$ cat config.mk
export PLATFORM = sky130hd
export DESIGN_NAME = fetch_unit
export DESIGN_NICKNAME = d
export VERILOG_FILES = /design/src/rtl/fetch_unit.sv
export SDC_FILE = /design/constraint.sdc
export NUM_CORES = 1
export LEC_CHECK = 0
export CORE_AREA = 2 2 141 74
export DETAILED_ROUTE_END_ITERATION = 8
export DIE_AREA = 0 0 143 76
export PLACE_DENSITY = 0.81
export SLEW_MARGIN = 20
export SYNTH_ARGS = -nofsm -noshare
export SYNTH_HDL_FRONTEND = slang
export SYNTH_SLANG_ARGS = --single-unit
$ cat constraint.sdc
create_clock -name clk -period 2.3 [get_ports clk]
set_input_delay 0.46 -clock clk [delete_from_list [all_inputs] [get_ports clk]]
set_output_delay 0.46 -clock clk [all_outputs]
set_load 0.05 [all_outputs]
$ cat src/rtl/fetch_unit.sv
// Instruction fetch stage: pc register, single-entry output buffer with valid/ready
// handshake and redirect flush. Define FETCH_MISALIGN_CHK_EN to trap misaligned redirects.
//
// state | meaning
// IDLE  | one-cycle bubble after reset, no fetch issued
// FETCH | fetching one instruction per cycle when downstream accepts
// FAULT | misaligned redirect seen; fetch halted until aligned redirect or reset
module fetch_unit #(
    parameter logic [31:0] RESET_PC = 32'h0000_0000
) (
    input  logic        clk,
    input  logic        rst_n,
    output logic [31:0] imem_addr,
    output logic        imem_re,
    input  logic [31:0] imem_rdata,
    input  logic        redirect_valid,
    input  logic [31:0] redirect_target,
    output logic        if_valid,
    input  logic        if_ready,
    output logic [31:0] if_instr,
    output logic [31:0] if_pc,
    output logic        fault
);

    localparam logic [31:0] NOP = 32'h0000_0013;

`ifdef FETCH_MISALIGN_CHK_EN
    typedef enum logic [1:0] {IDLE, FETCH, FAULT} state_t;
`else
    typedef enum logic [0:0] {IDLE, FETCH} state_t;
`endif

    state_t      state_q, state_d;
    logic [31:0] pc_q, pc_d;
    logic        if_valid_q, if_valid_d;
    logic [31:0] if_instr_q, if_instr_d;
    logic [31:0] if_pc_q, if_pc_d;
    logic        fetch_go;

`ifdef FETCH_MISALIGN_CHK_EN
    logic fault_q, fault_d;
`endif

    assign fetch_go  = (state_q == FETCH) && !redirect_valid && (!if_valid_q || if_ready);
    assign imem_re   = fetch_go;
    assign imem_addr = {2'b00, pc_q[31:2]};
    assign if_valid  = if_valid_q;
    assign if_instr  = if_instr_q;
    assign if_pc     = if_pc_q;

`ifdef FETCH_MISALIGN_CHK_EN
    assign fault = fault_q;
`else
    assign fault = 1'b0;
`endif

    always_comb begin
        state_d    = state_q;
        pc_d       = pc_q;
        if_valid_d = if_valid_q;
        if_instr_d = if_instr_q;
        if_pc_d    = if_pc_q;
`ifdef FETCH_MISALIGN_CHK_EN
        fault_d    = fault_q;
`endif
        if (redirect_valid) begin
            // Redirect wins over everything, including a stalled instruction.
            if_valid_d = 1'b0;
`ifdef FETCH_MISALIGN_CHK_EN
            pc_d = redirect_target;
            if (redirect_target[1:0] != 2'b00) begin
                state_d = FAULT;
                fault_d = 1'b1;
            end else begin
                state_d = FETCH;
                fault_d = 1'b0;
            end
`else
            pc_d    = redirect_target & 32'hFFFF_FFFC;
            state_d = FETCH;
`endif
        end else begin
            if (state_q == IDLE) begin
                state_d = FETCH;
            end
            if (fetch_go) begin
                if_instr_d = imem_rdata;
                if_pc_d    = pc_q;
                if_valid_d = 1'b1;
                pc_d       = pc_q + 32'd4;
            end else if (if_valid_q && if_ready) begin
                if_valid_d = 1'b0;
            end
        end
    end

    always_ff @(posedge clk or negedge rst_n) begin
        if (!rst_n) begin
            state_q    <= IDLE;
            pc_q       <= RESET_PC;
            if_valid_q <= 1'b0;
            if_instr_q <= NOP;
            if_pc_q    <= RESET_PC;
`ifdef FETCH_MISALIGN_CHK_EN
            fault_q    <= 1'b0;
`endif
        end else begin
            state_q    <= state_d;
            pc_q       <= pc_d;
            if_valid_q <= if_valid_d;
            if_instr_q <= if_instr_d;
            if_pc_q    <= if_pc_d;
`ifdef FETCH_MISALIGN_CHK_EN
            fault_q    <= fault_d;
`endif
        end
    end

endmodule

==> out/qor.csv <==
stage;metric;value;unit
run_status;result of the run;complete, no violations;
floorplanning;die outline width;143;um
routing;Total Wirelength;10400;um
pwr;static power due to leakage;0.00253;uW
pwr;fraction of power spent switching nets;37.7;%
logic_synthesis;fraction of the mapped netlist area in adder cells;0.299;%
clock_tree;CTS Root Buffer Type;sky130_fd_sc_hd__clkbuf_16;
placed_design;placed cell count;629;
logic_synthesis;post-synthesis compound-gate area fraction;3.80;%
clock_tree;post-cts resize count;0;
logic_synthesis;multiplexer fraction of the synthesized cell area;17.2;%
final_layout;final cell area excluding filler cells;0.00626;mm2
logic_synthesis;basic-gate share of the synthesized area counting and, or, nand and nor cells;12.5;%
sta;final setup fails;0;
worst_setup_path;Crit Path Max Fanout;14;
pwr;switching pwr;2080;uW
floorplanning;Die Footprint;0.0109;mm2
clock_tree;number of buffers on the longest clock path;2;
logic_synthesis;number of flops mapped to enable cells by yosys;0;
worst_setup_path;data arrival time of the worst path;1760;ps
routing;vias per std cell;4.89;
pwr;combinational cell fraction of total power;36.9;%
clock_tree;Worst-Skew Late Latency;340;ps
logic_synthesis;post-synthesis async set-or-reset flop share;100;%
logic_synthesis;register bit count reported by yosys;94;
pwr;cell area power density;883;mW/mm2
logic_synthesis;Yosys cell types;38;
routing;DRT Pass-1 Iters;4;
routing;drt initial violations;114;
clock_tree;total clock sinks;94;
routing;Met3 Routed Length;751;um
pwr;clock power share;24.9;%
placed_design;DP Worst Slack;52.8;ps
placed_design;final HPWL from detailed placement;7720;um
sta;RSZ-0062 raised after global routing;no;
sta;Min Clock Period, post-route;2220;ps
pwr;design internal power;3440;uW
worst_setup_path;critical path start-end classification;input pin to output port;
logic_synthesis;Mapped Avg Cell Area;12.5;um2
global_routing;aggregate global-route resource usage;20.1;%
sta;final max-slew violation count;0;
clock_tree;TritonCTS clock tree;built;
final_layout;number of diodes;0;
pwr;sequential power share;38.2;%
sta;final number of hold-violating endpoints;0;
sta;share of the cycle needed by the critical path after routing;96.5;%
floorplanning;num ports;167;
global_routing;Remaining Overflow, GRT;0;
logic_synthesis;Cell Area, Synth;0.00419;mm2
sta;accumulated negative setup slack;0;ps
floorplanning;site row count;26;
clock_tree;clock-pin transition on the worst setup and hold timing paths;60;ps
final_layout;Storage cell area;0.00236;mm2
logic_synthesis;main combinational cell family by area after synthesis;multiplexers;
final_layout;number of cells in the finished layout apart from fillers;645;
final_layout;total number of nets in the final design;569;
worst_setup_path;required arrival time at the worst endpoint;1840;ps
final_layout;layout cell share with drive strength beyond 1;21.0;%
clock_tree;quantity of hold-fixing buffers added after cts;0;
routing;post-route DRC violation count;0;
floorplanning;height of the chip;76;um
global_routing;largest net degree at the start of global routing;61;
clock_tree;Inserted Clock Buffers;9;
logic_synthesis;Synthesis Warnings;0;
logic_synthesis;sequential fraction of the synthesis area;56.3;%
pwr;peak ir drop on the vdd network;0.545;mV
routing;DR WL/cell;16.2;um
final_layout;total area of multi-input combinational cells;0.00169;mm2
logic_synthesis;top_reg_cell synth;sky130_fd_sc_hd__dfrtp_1;
floorplanning;core outline area;0.00979;mm2
worst_setup_path;kind of end point of the critical path;output port;
floorplanning;effective utilization at floorplan;42.7;%
sta;transition time of the tightest slew-check pin;666;ps
sta;post-route clock skew;7.96;ps
final_layout;layout overhead on the synthesized area;49.6;%
worst_hold_path;Hold Path Class;input pin to async pin;
routing;via count;3152;
global_routing;first-pass GRT wire length;16800;um
sta;worst slew margin relative to its limit;55.6;%
logic_synthesis;Cells after Synth;336;
global_routing;number of global-route vias before repair;3186;
placed_design;RD Place Congestion;0.760;
clock_tree;setup repair bufs after CTS;0;
sta;worst setup slack after layout;80.3;ps
placed_design;instance area at placement;0.00598;mm2
routing;Met2 Routed Length;4660;um
routing;detailed-route wire length on metal 1;4910;um
sta;FMAX;451;MHz
routing;remaining number of nets flagged by the antenna check after routing;0;
flow_run;number of max-cap violations;0;
clock_tree;# H-tree levels;3;
worst_setup_path;type of origin of the critical path;input pin;
logic_synthesis;xor-xnor portion of the synthesized cell area;5.86;%
final_layout;fillcell total;759;
global_routing;antenna violations before repair;0;
placed_design;port buffer count;159;
routing;highest layer used for signal routing;met4;
==> cells in the final DEF (no fill, tap or decap), types with 5 or more instances in the layout <==
master	netlist	routed
sky130_fd_sc_hd__buf_4	6	11
sky130_fd_sc_hd__buf_12	0	5
sky130_fd_sc_hd__nand2_1	37	37
sky130_fd_sc_hd__nand3_1	6	6
sky130_fd_sc_hd__dfrtp_1	91	91
sky130_fd_sc_hd__o21ai_1	7	7
sky130_fd_sc_hd__o21ai_0	21	21
sky130_fd_sc_hd__clkbuf_16	0	9
sky130_fd_sc_hd__xor2_1	16	16
sky130_fd_sc_hd__xnor2_1	12	12
sky130_fd_sc_hd__conb_1	2	6
sky130_fd_sc_hd__mux2_2	58	58
sky130_fd_sc_hd__clkdlybuf4s50_1	0	156
sky130_fd_sc_hd__and3_1	5	5
sky130_fd_sc_hd__mux2_1	5	5
sky130_fd_sc_hd__nand4_1	12	12
==> power groups by stage <==
stage          Clock [uW]  Sequential, uW  Combinational [uW]
3_5_place_dp            0            2140                2050
3_3_place_gp            0            2120                2030
4_1_cts              1430            2120                2060
2_1_floorplan           0            3040                 353
6_report             1380            2110                2040
5_1_grt              1490            2150                2120
==> stage by stage <==
stage | hold WS, ps | util [%] | power, uW
6_report | 141 | 63.9 | 5530
5_1_grt | 199 | 63.9 | 5770
4_1_cts | 169 | 63.9 | 5600
3_5_place_dp | 474 | 61.1 | 4200
3_3_place_gp | 469 | 61.1 | 4150
2_1_floorplan | 164 | - | 3390
==> routing by layer <==
layer / global-route usage (%) / up-vias
met2: 29.8 / 97
met4: 5.94 / 0
met1: 28.1 / 1548
li1: - / 1498
met5: 0 / -
met3: 6.85 / 9
==> worst paths after layout <==
path / start / to / slack [ps] / cells after the start
setup reg to reg: pc_q[16] / pc_q[31] / 320 / 5
hold reg to reg: if_instr[17] / if_instr[17] / 490 / 1
max in group asynchronous: rst_n / pc_q[4] / 1450 / 2
hold / removal: rst_n / if_pc[2] / 140 / 1
min in group clk: if_instr[17] / if_instr[17] / 490 / 1
setup / recovery: if_ready / imem_re / 80 / 6
==> layout make-up <==
type / count / share of cell area (%)
sequential: 94 / 37.6
timing repair buffer: 173 / 27.9
multi-input combinational: 218 / 27.0
clock buffer: 11 / 3.88
tap: 140 / 2.80
clock inverter: 5 / 0.560
inverter: 4 / 0.240
==> synth_stat cells, types with 3 or more instances <==
master / n / area [um2]
sky130_fd_sc_hd__buf_2: 9 / 45.0
sky130_fd_sc_hd__nand2_1: 37 / 139
sky130_fd_sc_hd__and4_1: 4 / 35.0
sky130_fd_sc_hd__mux2_1: 5 / 56.3
sky130_fd_sc_hd__o21ai_0: 21 / 105
sky130_fd_sc_hd__mux2_2: 58 / 653
sky130_fd_sc_hd__dfrtp_1: 91 / 2280
sky130_fd_sc_hd__o21ai_1: 7 / 35.0
sky130_fd_sc_hd__nor3_1: 3 / 15.0
sky130_fd_sc_hd__inv_1: 4 / 15.0
sky130_fd_sc_hd__nor4_1: 3 / 18.8
sky130_fd_sc_hd__buf_4: 6 / 45.0
sky130_fd_sc_hd__nand4_1: 12 / 75.1
sky130_fd_sc_hd__xor2_1: 16 / 140
sky130_fd_sc_hd__dfstp_2: 3 / 78.8
sky130_fd_sc_hd__and3_1: 5 / 31.3
sky130_fd_sc_hd__xnor2_1: 12 / 105
sky130_fd_sc_hd__nor4_2: 4 / 50.1
sky130_fd_sc_hd__nand3_1: 6 / 30.0
sky130_fd_sc_hd__clkbuf_1: 6 / 22.5
==> critical path, stage by stage <==
cell and delay [ps]:
sky130_fd_sc_hd__clkdlybuf4s50_1 440, sky130_fd_sc_hd__nand2b_1 190, sky130_fd_sc_hd__nand2_1 140, sky130_fd_sc_hd__nor2_4 190
sky130_fd_sc_hd__buf_12 180, sky130_fd_sc_hd__buf_12 140
==> registers in the layout, indices dropped and copies added, names as in the netlist <==
| signal | cells |
|---|---|
| if_pc | 30 |
| if_instr | 32 |
| if_valid | 1 |
| pc_q | 30 |
| state_q | 1 |
==> cells by family after synthesis <==
group	Yosys count
other	2
XOR/XNOR	28
AND/OR/NAND/NOR	88
adder cells (fa/ha/maj)	1
flip-flops	94
buffers and inverters	28
AO/OA/AOI/OAI	31
multiplexers	64
Note: power is estimated with default switching activity, not from simulation.
